File: src/rtl/lsu_pkg.sv
// Shared types and constants for the load/store memory responder.
package lsu_pkg;

    localparam int unsigned LANE_W = 32;
    localparam int unsigned BE_W   = 4;

    typedef enum logic [2:0] {
        MM_B    = 3'b000,
        MM_H    = 3'b001,
        MM_W    = 3'b010,
        MM_BU   = 3'b011,
        MM_HU   = 3'b100,
        MM_NONE = 3'b111
    } mem_mode_e;

    typedef enum logic [1:0] {
        IDLE = 2'd0,
        REQ  = 2'd1,
        DONE = 2'd2
    } lsu_state_e;

    localparam logic [BE_W-1:0] BE_WORD = 4'b1111;

endpackage

File: src/rtl/lsu_mem_responder_if.sv
// Word-bus between the load/store responder (master) and data memory (slave).
interface lsu_mem_responder_if #(
    parameter int unsigned ADDR_W = 32
);
    import lsu_pkg::*;

    logic                bus_req;
    logic                bus_we;
    logic [ADDR_W-1:0]   bus_addr;
    logic [BE_W-1:0]     bus_be;
    logic [LANE_W-1:0]   bus_wdata;
    logic                bus_ack;
    logic [LANE_W-1:0]   bus_rdata;

    modport master (
        output bus_req, bus_we, bus_addr, bus_be, bus_wdata,
        input  bus_ack, bus_rdata
    );

    modport slave (
        input  bus_req, bus_we, bus_addr, bus_be, bus_wdata,
        output bus_ack, bus_rdata
    );

endinterface

File: src/rtl/lsu_align.sv
// Combinational lane logic: legality check, byte enables, store replication,
// and load byte/half extraction with sign or zero extension.
module lsu_align
    import lsu_pkg::*;
(
    input  logic [2:0]        mode,
    input  logic [1:0]        off,
    input  logic              is_store,
    input  logic [LANE_W-1:0] wdata,
    output logic              legal,
    output logic [BE_W-1:0]   be,
    output logic [LANE_W-1:0] wdata_lane,

    input  logic [2:0]        ld_mode,
    input  logic [1:0]        ld_off,
    input  logic [LANE_W-1:0] rdata_word,
    output logic [LANE_W-1:0] rdata_ext
);

    mem_mode_e req_mode;
    mem_mode_e rsp_mode;
    logic [7:0]  ld_byte;
    logic [15:0] ld_half;

    assign req_mode = mem_mode_e'(mode);
    assign rsp_mode = mem_mode_e'(ld_mode);

    // Request side: legality, lane mask and store replication
    always_comb begin
        legal      = 1'b0;
        be         = '0;
        wdata_lane = wdata;
        case (req_mode)
            MM_B: begin
                legal      = 1'b1;
                be         = BE_W'(4'b0001 << off);
                wdata_lane = {4{wdata[7:0]}};
            end
            MM_BU: begin
                legal = !is_store;
                be    = BE_W'(4'b0001 << off);
            end
            MM_H: begin
                legal      = !off[0];
                be         = BE_W'(4'b0011 << off);
                wdata_lane = {2{wdata[15:0]}};
            end
            MM_HU: begin
                legal = !is_store && !off[0];
                be    = BE_W'(4'b0011 << off);
            end
            MM_W: begin
                legal = (off == 2'b00);
                be    = BE_WORD;
            end
            default: begin
                legal = 1'b0;
                be    = '0;
            end
        endcase
    end

    // Response side: pick the addressed lane; offset 3 halves are never legal
    always_comb begin
        ld_byte = rdata_word[7:0];
        ld_half = rdata_word[15:0];
        case (ld_off)
            2'd0: begin ld_byte = rdata_word[7:0];   ld_half = rdata_word[15:0];  end
            2'd1: begin ld_byte = rdata_word[15:8];  ld_half = rdata_word[23:8];  end
            2'd2: begin ld_byte = rdata_word[23:16]; ld_half = rdata_word[31:16]; end
            default: begin
                ld_byte = rdata_word[31:24];
                ld_half = 16'(rdata_word[31:24]);
            end
        endcase
    end

    always_comb begin
        rdata_ext = rdata_word;
        case (rsp_mode)
            MM_B:    rdata_ext = {{24{ld_byte[7]}}, ld_byte};
            MM_BU:   rdata_ext = {24'h0, ld_byte};
            MM_H:    rdata_ext = {{16{ld_half[15]}}, ld_half};
            MM_HU:   rdata_ext = {16'h0, ld_half};
            default: rdata_ext = rdata_word;
        endcase
    end

endmodule

File: src/rtl/lsu_mem_responder.sv
// Load/store responder: turns one decoded memory access into one handshaked
// word-bus transaction, holding the pipeline with stall until it completes.
module lsu_mem_responder
    import lsu_pkg::*;
#(
    parameter int unsigned ADDR_W = 32,
    parameter int unsigned DATA_W = 32
) (
    input  logic              clk,
    input  logic              rst,
    input  logic              rd_en,
    input  logic              wr_en,
    input  logic [2:0]        mem_mode,
    input  logic [ADDR_W-1:0] addr,
    input  logic [DATA_W-1:0] wdata,
    output logic [DATA_W-1:0] rdata,
    output logic              stall,
    output logic              misaligned,
    lsu_mem_responder_if.master bus
);

    localparam logic [1:0] S_IDLE = IDLE;
    localparam logic [1:0] S_REQ  = REQ;
    localparam logic [1:0] S_DONE = DONE;

    logic [1:0] state;
    logic [1:0] state_d;
    logic       acc;
    logic       start;
    logic       legal;

    logic [BE_W-1:0]   be;
    logic [DATA_W-1:0] wdata_lane;
    logic [DATA_W-1:0] rdata_ext;
    logic [2:0]        mode_q;
    logic [1:0]        off_q;

    assign acc = rd_en | wr_en;

    lsu_align u_align (
        .mode       (mem_mode),
        .off        (addr[1:0]),
        .is_store   (wr_en),
        .wdata      (wdata),
        .legal      (legal),
        .be         (be),
        .wdata_lane (wdata_lane),
        .ld_mode    (mode_q),
        .ld_off     (off_q),
        .rdata_word (bus.bus_rdata),
        .rdata_ext  (rdata_ext)
    );

    always_ff @(posedge clk or posedge rst) begin
        if (rst) state <= S_IDLE;
        else     state <= state_d;
    end

    // Next state plus the combinational pipeline-facing flags
    always_comb begin
        state_d    = state;
        stall      = 1'b0;
        misaligned = 1'b0;
        start      = 1'b0;
        case (state)
            S_IDLE: begin
                if (acc) begin
                    if (legal) begin
                        stall   = 1'b1;
                        start   = 1'b1;
                        state_d = S_REQ;
                    end else begin
                        misaligned = 1'b1;
                    end
                end
            end
            S_REQ: begin
                stall = 1'b1;
                if (bus.bus_ack) state_d = S_DONE;
            end
            S_DONE:  state_d = S_IDLE;
            default: state_d = S_IDLE;
        endcase
    end

    // Bus request fields are captured once at launch and held until ack
    always_ff @(posedge clk or posedge rst) begin
        if (rst) begin
            bus.bus_req   <= 1'b0;
            bus.bus_we    <= 1'b0;
            bus.bus_addr  <= '0;
            bus.bus_be    <= '0;
            bus.bus_wdata <= '0;
            mode_q        <= 3'b000;
            off_q         <= 2'b00;
            rdata         <= '0;
        end else begin
            if (start) begin
                bus.bus_req   <= 1'b1;
                bus.bus_we    <= wr_en;
                bus.bus_addr  <= {addr[ADDR_W-1:2], 2'b00};
                bus.bus_be    <= be;
                bus.bus_wdata <= wdata_lane;
                mode_q        <= mem_mode;
                off_q         <= addr[1:0];
            end
            if (state == S_REQ && bus.bus_ack) begin
                bus.bus_req <= 1'b0;
                if (!bus.bus_we) rdata <= rdata_ext;
            end
        end
    end

endmodule
File: src/flat_wrapper.sv
// flat-port wrapper written by rule: the top's interface ports become plain ports
module lsu_mem_responder_flat import lsu_pkg::*;
#(
    parameter int unsigned ADDR_W = 32,
    parameter int unsigned DATA_W = 32
)
  (clk, rst, rd_en, wr_en, mem_mode, addr, wdata, rdata, stall, misaligned, bus_bus_req, bus_bus_we, bus_bus_addr, bus_bus_be, bus_bus_wdata, bus_bus_ack, bus_bus_rdata);
  lsu_mem_responder_if #(.ADDR_W(ADDR_W)) bus_i ();
  input  logic clk;
  input  logic rst;
  input  logic rd_en;
  input  logic wr_en;
  input  logic [2:0] mem_mode;
  input  logic [ADDR_W-1:0] addr;
  input  logic [DATA_W-1:0] wdata;
  output logic [DATA_W-1:0] rdata;
  output logic stall;
  output logic misaligned;
  output wire logic [$bits(bus_i.bus_req)-1:0] bus_bus_req;
  output wire logic [$bits(bus_i.bus_we)-1:0] bus_bus_we;
  output wire logic [$bits(bus_i.bus_addr)-1:0] bus_bus_addr;
  output wire logic [$bits(bus_i.bus_be)-1:0] bus_bus_be;
  output wire logic [$bits(bus_i.bus_wdata)-1:0] bus_bus_wdata;
  input wire logic [$bits(bus_i.bus_ack)-1:0] bus_bus_ack;
  input wire logic [$bits(bus_i.bus_rdata)-1:0] bus_bus_rdata;
  assign bus_bus_req = bus_i.bus_req;
  assign bus_bus_we = bus_i.bus_we;
  assign bus_bus_addr = bus_i.bus_addr;
  assign bus_bus_be = bus_i.bus_be;
  assign bus_bus_wdata = bus_i.bus_wdata;
  assign bus_i.bus_ack = bus_bus_ack;
  assign bus_i.bus_rdata = bus_bus_rdata;
  lsu_mem_responder #(.ADDR_W(ADDR_W), .DATA_W(DATA_W)) u_core (.clk(clk), .rst(rst), .rd_en(rd_en), .wr_en(wr_en), .mem_mode(mem_mode), .addr(addr), .wdata(wdata), .rdata(rdata), .stall(stall), .misaligned(misaligned), .bus(bus_i));
endmodule
File: config.mk
export PLATFORM = sky130hd
export DESIGN_NAME = lsu_mem_responder_flat
export DESIGN_NICKNAME = d
export VERILOG_FILES = /design/src/rtl/lsu_pkg.sv /design/src/rtl/lsu_mem_responder_if.sv /design/src/rtl/lsu_align.sv /design/src/rtl/lsu_mem_responder.sv /design/src/flat_wrapper.sv
export SDC_FILE = /design/constraint.sdc
export NUM_CORES = 1
export LEC_CHECK = 0
export BUFFER_PORTS_ARGS = -buffer_cell sky130_fd_sc_hd__buf_4
export CAP_MARGIN = 25
export CORE_MARGIN = 2
export CORE_UTILIZATION = 40
export DETAILED_ROUTE_END_ITERATION = 16
export GPL_TIMING_DRIVEN = 0
export PLACE_DENSITY = 0.68
export SYNTH_ARGS = -nofsm -noshare
export SYNTH_HDL_FRONTEND = slang
export SYNTH_SLANG_ARGS = --single-unit
File: constraint.sdc
create_clock -name clk -period 7 [get_ports clk]
set_clock_uncertainty 0.05 [all_clocks]
set_input_delay 0.7 -clock clk [delete_from_list [all_inputs] [get_ports clk]]
set_output_delay 0.7 -clock clk [all_outputs]
set_load 0.01 [all_outputs]
**After elaboration in Yosys (flattened, before gate mapping)**

Index checks and enable logic that the tools add are counted.

- Bits in latches: 0
- Bits in registers: 107
- Memories: 0
- Memory bits (read-only): 0
- Output and inout port bits: 104
- RAM bits: 0
- Logic and storage cells: 59

- Reduce and logical (&&, ||, !) cells: 14
- Multipliers: 0
- Shifts and indexed selects: 2
- Add/sub/neg operators: 0
- Divide/modulo/power cells: 0
- Bitwise operators: 2
- Eq/ne operators: 13
- Multiplexer cells: 19
- $lt $le $gt $ge: 0

Operator list:

| cell | count |
|---|---|
| 32-bit one-hot mux with 4 select lines | 1 |
| 32-bit one-hot mux with 2 select lines | 1 |
| 16-bit one-hot mux with 3 select lines | 1 |
| 8-bit one-hot mux with 3 select lines | 1 |
| 4-bit one-hot mux with 3 select lines | 1 |
| 3-bit by 2-bit equality test with 1-bit output, second input constant | 3 |
| 1-bit 2-to-1 mux | 8 |
| 3-bit by 1-bit equality test with 1-bit output, second input constant | 2 |
| 3-bit equality test, second input constant | 2 |
| 2-bit zero test | 3 |
| 3-bit zero test | 2 |
| 2-bit 2-to-1 mux | 3 |
| 1-bit one-hot mux with 5 select lines | 1 |
| 2-bit by 1-bit equality test with 1-bit output, second input constant | 2 |
| 2-bit by 1-bit != test with 1-bit output, second input constant | 2 |
| 2-bit one-hot mux with 2 select lines | 1 |
| 2-bit OR reduction | 2 |
| 1-bit by 2-bit << shifter with 4-bit output, first input constant | 1 |
| 2-bit by 2-bit << shifter with 4-bit output, first input constant | 1 |
| 3-bit AND reduction | 1 |
| 2-bit equality test, second input constant | 1 |
| 1-bit logical AND | 2 |
| 1-bit zero test | 2 |
| 2-bit != test, second input constant | 1 |
| 5 further kinds | 5 |

**Logic depth before layout (Yosys ltp)**

Gate-level depths: netlist (run 1).

- Depth after elaboration: 8
- Depth in mapped cells: 7

**Cells and area by module**

A second synthesis (run 1) with hierarchy kept.

- Cell total of the unflattened synthesis: 457
- Area total of the unflattened synthesis: 5940.7 um^2

Modules (own cells, without submodules):

| module | times used | area an instance (um^2) | cells an instance |
|---|---|---|---|
| lsu_mem_responder | 1 | 4331.7 | 238 |
| lsu_align | 1 | 1609.0 | 219 |

**Worst setup path before layout (run 1)**

OpenSTA, ideal clock, no wires.

- Path type: input-to-output
- Start: in mem_mode[0]
- End: out stall
- Buffers on the path: 3
- Arrival: 1.836 ns
- Required time: 6.250 ns
- Setup slack: 4.414 ns
- Stages: 7
- Cells stage by stage: buf_6 or3_1 a21oi_2 o21ai_1 buf_6 buf_6 nand2_1

- Longest elaborated chain between the ends: 5
- Elaborated cells between the ends (all ways): 9
- Classes of those cells: eq/ne (4); mux (4); reduce/logical (1)

RTL lines:

| element | line | RTL |
|---|---|---|
| start, declared | flat_wrapper.sv:13 | `input logic [2:0] mem_mode;` |
| 3-bit by 2-bit equality test with 1-bit output, or another cell as far along | lsu_align.sv:33 | `case (req_mode)` |
| 1-bit one-hot mux with 5 select lines * | lsu_align.sv:33 |  |
| 1-bit 2-to-1 mux * | lsu_mem_responder.sv:68 | `if (legal) begin` |
| 1-bit 2-to-1 mux * | lsu_mem_responder.sv:67 | `if (acc) begin` |
| 1-bit one-hot mux with 2 select lines * | lsu_mem_responder.sv:65 | `case (state)` |
| end, declared | flat_wrapper.sv:17 | `output logic stall;` |

Every way passes the cells marked *; elsewhere a longest branch is shown, timed or not.

**Final worst setup path (run 1)**

- Start: in addr[0]
- End: out stall

- Longest elaborated chain between the ends: 6
- Elaborated cells between the ends (all ways): 7
- Classes of those cells: mux (4); reduce/logical (3)

RTL lines:

| element | line | RTL |
|---|---|---|
| start, declared | flat_wrapper.sv:14 | `input logic [ADDR_W-1:0] addr;` |
| 1-bit zero test | lsu_align.sv:44, lsu_align.sv:49 |  |
| 1-bit logical AND | lsu_align.sv:49 | `legal = !is_store && !off[0];` |
| 1-bit one-hot mux with 5 select lines * | lsu_align.sv:33 |  |
| 1-bit 2-to-1 mux * | lsu_mem_responder.sv:68 |  |
| 1-bit 2-to-1 mux * | lsu_mem_responder.sv:67 |  |
| 1-bit one-hot mux with 2 select lines * | lsu_mem_responder.sv:65 |  |

Marks and branches as above.

==> impl_results.md, run 1 <==
* Share of the synthesized area in the top cell type at 50.2%
* Rel. slew slack at 46.5%
* GP Congestion at 0.870
* Worst EP arrival at 2140 ps
* Drt pass-1 iters at 4
* CP required at 6250 ps
* Commonest non-fill, non-tap cells in the layout: buf_4, dfrtp_1, nor2_1, mux2_4, mux2_2
* Cts hold-fix bufs at 0
* Clk sink count at 107
* Final period utilization at 41.2%
* Clock network power share at 16.8%
* Flop pwr share at 37.3%
* Routed len/inst at 17.5 µm
* Most common cell after layout, fill and taps aside: buf_4
* Ports at 208
* Clock Pin Slew Worst Setup and Hold Paths at 70 ps
* WP buf/inv at 4
* Vias per inst at 5.11
* Worst r2r src: u_core.state[1]$_DFFE_PP0P_
* Top cells by area, synth: dfrtp_1, mux2_4, mux2_2
* MaxCap Viol Count at 0
* Mapped cell area at 5340 µm²
* Total power at 2.83 mW
* Post-Syn Instances at 456
* Clock tree buffer depth at 2
* Synth cell types at 40
* Flops & latches, synth at 107
* P_leak at 3.59 nW
* Row cnt at 42
* Clk Latency, worst-skew pair at 340 ps
* Cell area power density at 383 nW/µm²
* Post-Route WL at 14,900 µm
* Sw Share at 34.6%
* Critical path class: input port to output pin
* RSZ-0062 raised after global routing: false
* Maximum VDD drop at 169 µV
* Final min period at 2890 ps
* Master of the slowest instance on the critical path: clkbuf_1
* Top cell type by total area after synthesis: dfrtp_1
* Comb power frac at 45.9%
* Vias in the first global route at 4,609
* CTS Buf Count at 9
* DR DRC count at 0
* Largest net degree at the start of global routing at 58
* Avg Cell Area, Syn at 11.7 µm²
* Reg2reg path depth at 5
* Final net count at 775
* Fin. max-slew vios at 0
* CP top delay family: buffers and inverters
* Initial antenna violation count at 0
* Syn-to-layout area delta at 38.3%
* First-pass GRT wire length at 23,700 µm
* Max Clk Rate at 347 MHz
* Postcts setup bufs at 0
* Starting density of the core at 40.6%
* Post-route ant nets at 0
* R2R setup slack at 4920 ps
* Seq/Total Area, Yosys at 50.2%
* Hold Fails Final Rpt at 0
* Port buffer count at 202
* Psw at 979 µW
* Post-CTS resize count at 0
* RR Endpoint: u_core.rdata[12]$_DFFE_PP0P_
* Final setup vio count at 0
* ANT cells at 0
* Int Power at 1.85 mW
* Ys Warns at 0
* Die area at 14,300 µm²
* Overflow after GRT at 0
* DP HPWL at 11,500 µm
* CORE AREA at 13,100 µm²
* Worst path cell trace: clkbuf_1 -> o21ai_0 -> and3b_1 -> o21ai_1 -> buf_6 -> buf_6 -> nand2_1 -> buf_4
* EDFF count, synth at 0
* CP peak stage delay at 280 ps
* Overall Global Routing Usage at 21.1%
* Most used cell, CP: buf_6
* DRT iter0 DRCs at 263
* Vias at 4,351
* CTS tree: yes
* Setup_tns at 0 ps
* Htree depth at 3
* Die height at 120 µm
* Predominant post-synthesis flop cell: dfrtp_1
* Status: finished, final reports clean
* Hold Crit Class: input port to async pin
* Die W at 120 µm
* Share of flip-flops with an asynchronous set or reset at 100%
* Worst setup SP type: input port
* Kind of end point of the critical path: output pin
* Critical Path Fanout Max at 10
* Layout cells sized above 1 at 48.7%
* Worst slew pin tran at 798 ps
* CTS Root Cell: clkbuf_16
worst register-to-register path, delay by kind of cell, from the launching register on:
| family | cells | cell delay (ps) |
|---|---|---|
| flip-flops | 1 | 390 |
| buffers and inverters | 1 | 220 |
| AND/OR/NAND/NOR | 2 | 520 |
| AO/OA/AOI/OAI | 2 | 750 |
final cells by class:
cell class | instances | area, µm²
buffer | 35 | 200
clock buffer | 14 | 264
clock inverter | 2 | 10.0
fill | 1158 | 5750
inverter | 6 | 25.0
multi-input combinational | 309 | 2440
sequential | 107 | 2680
tap | 176 | 220
timing repair buffer | 203 | 1540
state kept, by name (all words and copies together) (netlist names):
| name | flops |
|---|---|
| u_core.bus.bus_addr | 30 |
| u_core.mode_q | 3 |
| u_core.bus.bus_req | 1 |
| u_core.rdata | 32 |
| u_core.off_q | 2 |
| u_core.state | 2 |
| u_core.bus.bus_wdata | 32 |
| u_core.bus.bus_be | 4 |
| u_core.bus.bus_we | 1 |
kinds of logic after synthesis:
logic type,synth area share (%)
AND/OR/NAND/NOR,9.12
multiplexers,25.9
flip-flops,50.2
AO/OA/AOI/OAI,10.6
buffers and inverters,4.17
other,0.0702
power groups by stage:
stage	registers (mW)	clock network (mW)	logic (mW)
3_5_place_dp	1.06	0	1.31
3_3_place_gp	1.05	0	1.29
4_1_cts	1.06	0.489	1.31
5_1_grt	1.09	0.509	1.40
6_report	1.06	0.475	1.30
2_1_floorplan	1.15	0	0.598
per-stage QoR:
stage                     hold WS, ps  instances  worst slack [ps]  cell area [µm²]  utilization [%]
final                             411        852              4110             7380             56.2
after global routing              462        852              3920             7380             56.2
after CTS                         433        852              4100             7380             56.2
after detailed placement          420        836              4100             7110             54.1
after global placement            419        835              2180             7080             53.9
after floorplan                   461        457              3430             5340                -
cell usage after synthesis (3+ instances only):
cell / n
dfrtp_1: 107
nor2_1: 54
mux2_4: 47
mux2_2: 42
a21oi_1: 39
nand2_1: 35
mux2i_1: 18
clkbuf_1: 17
nor3_1: 9
a211oi_1: 8
buf_2: 7
buf_6: 7
o2bb2ai_1: 7
a2bb2oi_1: 6
inv_1: 6
o21ai_0: 5
o31ai_1: 5
a31oi_1: 3
nand2b_1: 3
o221ai_1: 3
o22ai_1: 3
metal layers:
layer	GRT usage [%]	part of all wire [%]	vias to the layer above
met2	32.9	46	201
li1	-	-	2038
met1	27.1	42	2088
met3	7.08	10	24
met4	8.24	2.2	0
met5	0	0	-
how the worst max path moves through the flow:
stage	startpoint	to	slack (ps)	cells after the start
3_5_place_dp	addr[0]	stall	4100	8
5_1_grt	addr[0]	stall	3920	8
2_1_floorplan	rst	u_core.bus.bus_addr[10]$_DFFE_PP0P_	3430	1
3_3_place_gp	rst	u_core.rdata[16]$_DFFE_PP0P_	2180	2
4_1_cts	addr[0]	stall	4100	8
6_report	addr[0]	stall	4110	8
Note: power is estimated with default switching activity, not from simulation.
==> inputs of run 2 (changes only) <==
Settings changed: ABC_AREA set to 1, PLACE_DENSITY 0.68 to 0.7.
Clock period 7 ns to 2.5 ns, I/O delays scaled along.
==> impl_results.md, run 2 <==
* Status: finished, final reports clean
* Htree depth at 3 (unchanged)
* Worst path cell trace: nor2_1 -> o21ai_0 -> inv_2 -> nand2_2 -> buf_6 -> buf_6 -> nand2_1 -> buf_4
* Clk sink count at 107 (unchanged)
* Worst slew pin tran at 614 ps (-185 ps)
* Postcts setup bufs at 0 (unchanged)
* Vias per inst at 4.97 (-2.6%)
* Critical Path Fanout Max at 10 (unchanged)
* Ports at 208 (unchanged)
* Vias in the first global route at 5,670 (+23%)
* Top-count cell post-synth: nand2_1
* Master of the slowest instance on the critical path: dfrtp_1
* CP top delay family: buffers and inverters
* WHS at 44.1 ps (-367 ps)
* Final min period at 2070 ps
* Drt pass-1 iters at 5 (+1)
* Port buffer count at 205 (+1.5%)
* Die area at 14,600 µm² (+2.1%)
* Hold Fails Final Rpt at 0 (unchanged)
* Routed len/inst at 15.4 µm (-12%)
* Most used cell, CP: buf_6
* Most frequent cells after synthesis: nand2_1, nand3_1, dfrtp_1
* Clock network power share at 17.3% (+0.5 points)
* Post-Route WL at 17,600 µm (+18%)
* Clock tree buffer depth at 2 (unchanged)
* GP Congestion at 0.927 (+6.6%)
* Share of the synthesized area in the top cell type at 49.1% (-1.1 points)
* CORE AREA at 13,300 µm² (+1.2%)
* Top cells by area, synth: dfrtp_1, nand2_1, nand3_1
* Initial antenna violation count at 0 (unchanged)
* Mapped cell area at 5460 µm² (+2.2%)
* Die W at 121 µm (+1.1%)
* Flop pwr share at 37.0% (-0.3 points)
* Psw at 3.05 mW (+210%)
* Predominant post-synthesis flop cell: dfrtp_1
* Row cnt at 42 (unchanged)
* Overflow after GRT at 0 (unchanged)
* Int Power at 4.72 mW (+150%)
* Cell area power density at 1030 nW/µm² (+170%)
* Post-Syn Instances at 742 (+63%)
* Seq/Total Area, Yosys at 49.1% (-1.1 points)
* ANT cells at 0 (unchanged)
* Post-route ant nets at 0 (unchanged)
* Sw Share at 39.3% (+4.7 points)
* Final setup vio count at 0 (unchanged)
* CP required at 2200 ps (-4050 ps)
* Kind of end point of the critical path: output pin
* Rel. slew slack at 59.0% (+13 points)
* Largest net degree at the start of global routing at 37 (-36%)
* Vias at 5,678 (+30%)
* MaxCap Viol Count at 0 (unchanged)
* Ys Warns at 0 (unchanged)
* Cts hold-fix bufs at 1 (+1)
* Overall Global Routing Usage at 24.9% (+3.8 points)
* Max Clk Rate at 482 MHz
* Starting density of the core at 41.0% (+0.40 points)
* Top cell type by total area after synthesis: dfrtp_1
* CTS Buf Count at 9 (unchanged)
* Setup_tns at 0 ps (unchanged)
* Commonest non-fill, non-tap cells in the layout: nand2_1, buf_4, nand3_1, dfrtp_1, inv_1
* DP HPWL at 13,500 µm (+17%)
* Hold Crit Class: input port to register
* Finished Layout Cells at 1,142 (+34%)
* Syn-to-layout area delta at 38.7%
* Critical path class: register to output pin
* Die height at 121 µm (+1.1%)
* Final period utilization at 82.9%
* Avg Cell Area, Syn at 7.35 µm² (-37%)
* CP peak stage delay at 400 ps (+120 ps)
* Fin. max-slew vios at 0 (unchanged)
* First-pass GRT wire length at 28,200 µm (+19%)
* CTS Root Cell: clkbuf_16
* Placed Cells incl. Taps at 1,127 (+35%)
* Share of flip-flops with an asynchronous set or reset at 100% (unchanged)
* EDFF count, synth at 0 (unchanged)
* Worst setup SP type: register
* WP buf/inv at 4 (unchanged)
* Worst EP arrival at 1770 ps (-370 ps)
* Synth cell types at 24 (-40%)
* DR DRC count at 0 (unchanged)
* RSZ-0062 raised after global routing: false
* Comb power frac at 45.7% (-0.2 points)
* Maximum VDD drop at 448 µV (+160%)
* Post-CTS resize count at 0 (unchanged)
* Layout cells sized above 1 at 27.2% (-21 points)
* P_leak at 4.18 nW (+16%)
* Clk Latency, worst-skew pair at 360 ps (+20 ps)
* Most common cell after layout, fill and taps aside: nand2_1
* DRT iter0 DRCs at 381 (+45%)
* Largest regs: u_core.bus.bus_wdata (32), u_core.rdata (32), u_core.bus.bus_addr (30)
* CTS tree: yes
* Clock Pin Slew Worst Setup and Hold Paths at 70 ps (about the same)
* Final net count at 1,067 (+38%)
* Flops & latches, synth at 107 (unchanged)
-- run 2: changes by cell type after synthesis, moves of 16 or more --
cell	change
a21oi_1	-34
inv_1	+31
mux2_2	-42
mux2_4	-47
mux2i_1	-18
nand2_1	+305
nand3_1	+118
nor2_1	-20
o21bai_1	+16
-- run 2: cell families after synthesis --
logic type / synth area share (%)
AOI/OAI and AO/OA: 5.18
buffers and inverters: 7.41
DFF: 49.1
other: 0.0687
and+or+nand+nor: 38.3
-- run 2: cell type report --
type	instances	area (µm²)
fill	1312	5730
inverter	44	171
buffer	40	236
clock buffer	9	225
sequential	107	2680
tap	176	220
multi-input combinational	552	2380
clock inverter	5	40.0
timing repair buffer	209	1620
-- run 2: stage by stage --
step	util, %	setup slack, ps	power, mW	area (µm²)
floorplan	-	912	4.68	5460
global placement	54.3	96.1	6.39	7220
detailed placement	54.8	593	6.46	7290
CTS	56.9	400	7.83	7570
global route	56.9	229	8.37	7570
finish	56.9	426	7.76	7570
-- run 2: power by group through the flow --
| stage | Clock (mW) | Sequential [mW] | Combinational (mW) |
|---|---|---|---|
| finish | 1.34 | 2.88 | 3.55 |
| global route | 1.45 | 2.96 | 3.95 |
| floorplan | 0 | 3.14 | 1.54 |
| global placement | 0 | 2.89 | 3.50 |
| CTS | 1.37 | 2.88 | 3.58 |
| detailed placement | 0 | 2.88 | 3.58 |
-- run 2: worst reg2reg max path: stages (launching register included) --
cell and delay, ps:
dfrtp_1 380, inv_1 80, nand3_1 90, nor2_1 240, buf_2 270, clkbuf_1 470, nor2_1 80, o21bai_1 180
inv_1 60
-- run 2: routing by layer --
layer | part of all wire [%] | vias to the layer above | GRT usage (%)
met3 | 8.9 | 26 | 6.75
li1 | - | 2773 | -
met2 | 46 | 228 | 39.7
met5 | 0 | - | 0
met4 | 2.4 | 0 | 10.5
met1 | 43 | 2651 | 32.0
-- run 2: final timing paths --
check | from | endpoint | slack, ps | cells after the start
worst min-delay path | bus_bus_ack | u_core.state[0]$_DFFE_PP0P_ | 40 | 2
worst min register to register | u_core.bus.bus_addr[26]$_DFFE_PP0P_ | u_core.bus.bus_addr[26]$_DFFE_PP0P_ | 430 | 2
worst max register to register | u_core.state[1]$_DFFE_PP0P_ | u_core.rdata[31]$_DFFE_PP0P_ | 530 | 8
min in group asynchronous | rst | u_core.rdata[28]$_DFFE_PP0P_ | 480 | 3
max in group asynchronous | rst | u_core.bus.bus_addr[16]$_DFFE_PP0P_ | 1160 | 5
worst max-delay path | u_core.state[0]$_DFFE_PP0P_ | stall | 430 | 8
==> inputs of run 3 (changes only) <==
Clock period 2.5 ns to 1.7 ns, I/O delays scaled along.
==> impl_results.md, run 3 (synthesized netlist as in run 2, its figures left out) <==
* Most common cell after layout, fill and taps aside: nand2_1
* Clock Pin Slew Worst Setup and Hold Paths at 70 ps (about the same)
* Setup_tns at 0 ps (unchanged)
* ANT cells at 0 (unchanged)
* R2R setup slack at 100 ps (-430 ps)
* Commonest non-fill, non-tap cells in the layout: nand2_1, buf_4, nand3_1, dfrtp_1, inv_1
* DR DRC count at 0 (unchanged)
* CTS Root Cell: clkbuf_16
* Kind of end point of the critical path: output pin
* Worst setup SP type: register
* Worst path cell trace: nor2_2 -> o21ai_2 -> inv_2 -> nand2_2 -> buf_8 -> nand2_4 -> buf_6
* DP HPWL at 13,500 µm (unchanged)
* Hold Fails Final Rpt at 0 (unchanged)
* P_leak at 4.40 nW (+5.1%)
* CORE AREA at 13,300 µm² (unchanged)
* Post-Place Setup Slack at -207 ps (-800 ps)
* First-pass GRT wire length at 29,400 µm (+4.2%)
* Final period utilization at 97.4%
* Die area at 14,600 µm² (unchanged)
* Htree depth at 3 (unchanged)
* Worst r2r src: u_core.off_q[0]$_DFFE_PP0P_
* Final Util at 60.4% (+3.4 points)
* Syn-to-layout area delta at 47.1%
* Routed len/inst at 15.8 µm (+2.4%)
* Cell area power density at 1470 nW/µm² (+43%)
* Clock tree buffer depth at 2 (unchanged)
* Worst EP arrival at 1440 ps (-330 ps)
* Final setup vio count at 0 (unchanged)
* Vias at 5,898 (+3.9%)
* Initial antenna violation count at 0 (unchanged)
* Critical Path Fanout Max at 11 (+1)
* Post-route ant nets at 0 (unchanged)
* Largest regs: u_core.bus.bus_wdata (32), u_core.rdata (32), u_core.bus.bus_addr (30)
* CP required at 1480 ps (-720 ps)
* Die height at 121 µm (unchanged)
* Fin area at 8020 µm² (+6.1%)
* Vias in the first global route at 5,933 (+4.6%)
* Critical path class: register to output pin
* Status: finished, final reports clean
* Fin. max-slew vios at 0 (unchanged)
* Die W at 121 µm (unchanged)
* Filler cells at 1,253 (-4.5%)
* Overall Global Routing Usage at 25.9% (+1.0 points)
* CP peak stage delay at 410 ps (about the same)
* Hold Crit Class: input port to register
* WHS at 8.85 ps (-35.2 ps)
* Port buffer count at 205 (unchanged)
* Layout cells sized above 1 at 30.0% (+2.8 points)
* Final net count at 1,100 (+3.1%)
* Starting density of the core at 41.0% (unchanged)
* CTS tree: yes
* Final min period at 1660 ps
* Placed Cells incl. Taps at 1,127 (unchanged)
* GP Congestion at 0.927 (unchanged)
* Footprint of the multi-input gates at 2460 µm² (+3.3%)
* Reg2reg path depth at 8 (unchanged)
* Clk Latency, worst-skew pair at 350 ps (about the same)
* Max Clk Rate at 604 MHz
* Worst slew pin tran at 615 ps (+1.38 ps)
* DRT iter0 DRCs at 395 (+3.7%)
* Hold_sp: addr[16]
* Total power at 11.8 mW (+52%)
* MaxCap Viol Count at 0 (unchanged)
* Hold Crit Endpoint: u_core.bus.bus_addr[16]$_DFFE_PP0P_
* Reg area at 2680 µm² (about the same)
* RSZ-0062 raised after global routing: true
* Row cnt at 42 (unchanged)
* Post-route setup slack at 43.5 ps (-383 ps)
* Hold path cells at 3 (+1)
* RR Endpoint: u_core.rdata[25]$_DFFE_PP0P_
* CTS Buf Count at 9 (unchanged)
* Maximum VDD drop at 721 µV (+61%)
* Drt pass-1 iters at 5 (unchanged)
* Master of the slowest instance on the critical path: dfrtp_1
* Rel. slew slack at 58.9% (-0.092 points)
* DP Area at 7290 µm² (unchanged)
* Finished Layout Cells at 1,175 (+2.9%)
* Ports at 208 (unchanged)
* Vias per inst at 5.02 (+0.96%)
* Clk sink count at 107 (unchanged)
* Overflow after GRT at 0 (unchanged)
* Post-Route WL at 18,500 µm (+5.4%)
* Largest net degree at the start of global routing at 37 (unchanged)
[run 3: cell count changes in the layout (fill, tap and decap cells not counted), moves of 3 or more]
cell | previous run | this run
nor2_1 | 34 | 28
clkbuf_2 | 0 | 11
buf_1 | 9 | 0
nand2_1 | 340 | 337
dlygate4sd3_1 | 1 | 29
nand2_4 | 1 | 4
clkbuf_1 | 6 | 0
buf_4 | 217 | 225
nor2_2 | 2 | 6
buf_2 | 9 | 6
[run 3: area by class of cell]
class	count	share of cell area, %
plain buffers	38	3.35
clock buffers	9	2.81
clock inverters	5	0.499
inverters	44	2.23
multi-input cells	552	30.6
flip-flops and latches	107	33.4
well taps	176	2.74
repair buffers	244	24.3
[run 3: timing repair]
item / in CTS / in global routing
endpoints found under the hold margin: 50 / 1
pin swaps: 3 / 5
hold buffers: 28 / 1
setup endpoints to repair: 32 / 104
resized for setup: 14 / 44
buffers inserted: 5 / 3
[run 3: layer usage]
| metal | vias up | wire length (µm) | global-route usage, % |
|---|---|---|---|
| met1 | 2769 | 7640 | 32.4 |
| met2 | 256 | 8830 | 42.7 |
| met3 | 28 | 1660 | 6.98 |
| li1 | 2845 | - | - |
| met5 | - | 0 | 0 |
| met4 | 0 | 411 | 10.5 |
[run 3: worst max-delay path by stage]
| stage | startpoint | end | slack (ps) | cells after the start |
|---|---|---|---|---|
| finish | u_core.state[0]$_DFFE_PP0P_ | stall | 40 | 7 |
| global route | u_core.state[0]$_DFFE_PP0P_ | stall | -30 | 7 |
| CTS | u_core.state[0]$_DFFE_PP0P_ | stall | -70 | 8 |
| detailed placement | u_core.state[1]$_DFFE_PP0P_ | u_core.rdata[31]$_DFFE_PP0P_ | -210 | 8 |
| global placement | rst | u_core.bus.bus_addr[2]$_DFFE_PP0P_ | -620 | 2 |
| floorplan | rst | u_core.bus.bus_addr[10]$_DFFE_PP0P_ | 190 | 1 |
[run 3: critical path: cells and delay by family, from the launching register on]
kind	cells	cell delay, ps
flip-flops	1	410
buffers and inverters	3	320
AND/OR/NAND/NOR	3	260
AO/OA/AOI/OAI	1	80
[run 3: power by group]
group / switching (mW) / internal, mW / total [mW]
registers: 0.685 / 3.58 / 4.26
clock network: 0.989 / 0.992 / 1.98
logic: 2.96 / 2.58 / 5.54
total: 4.63 / 7.15 / 11.8
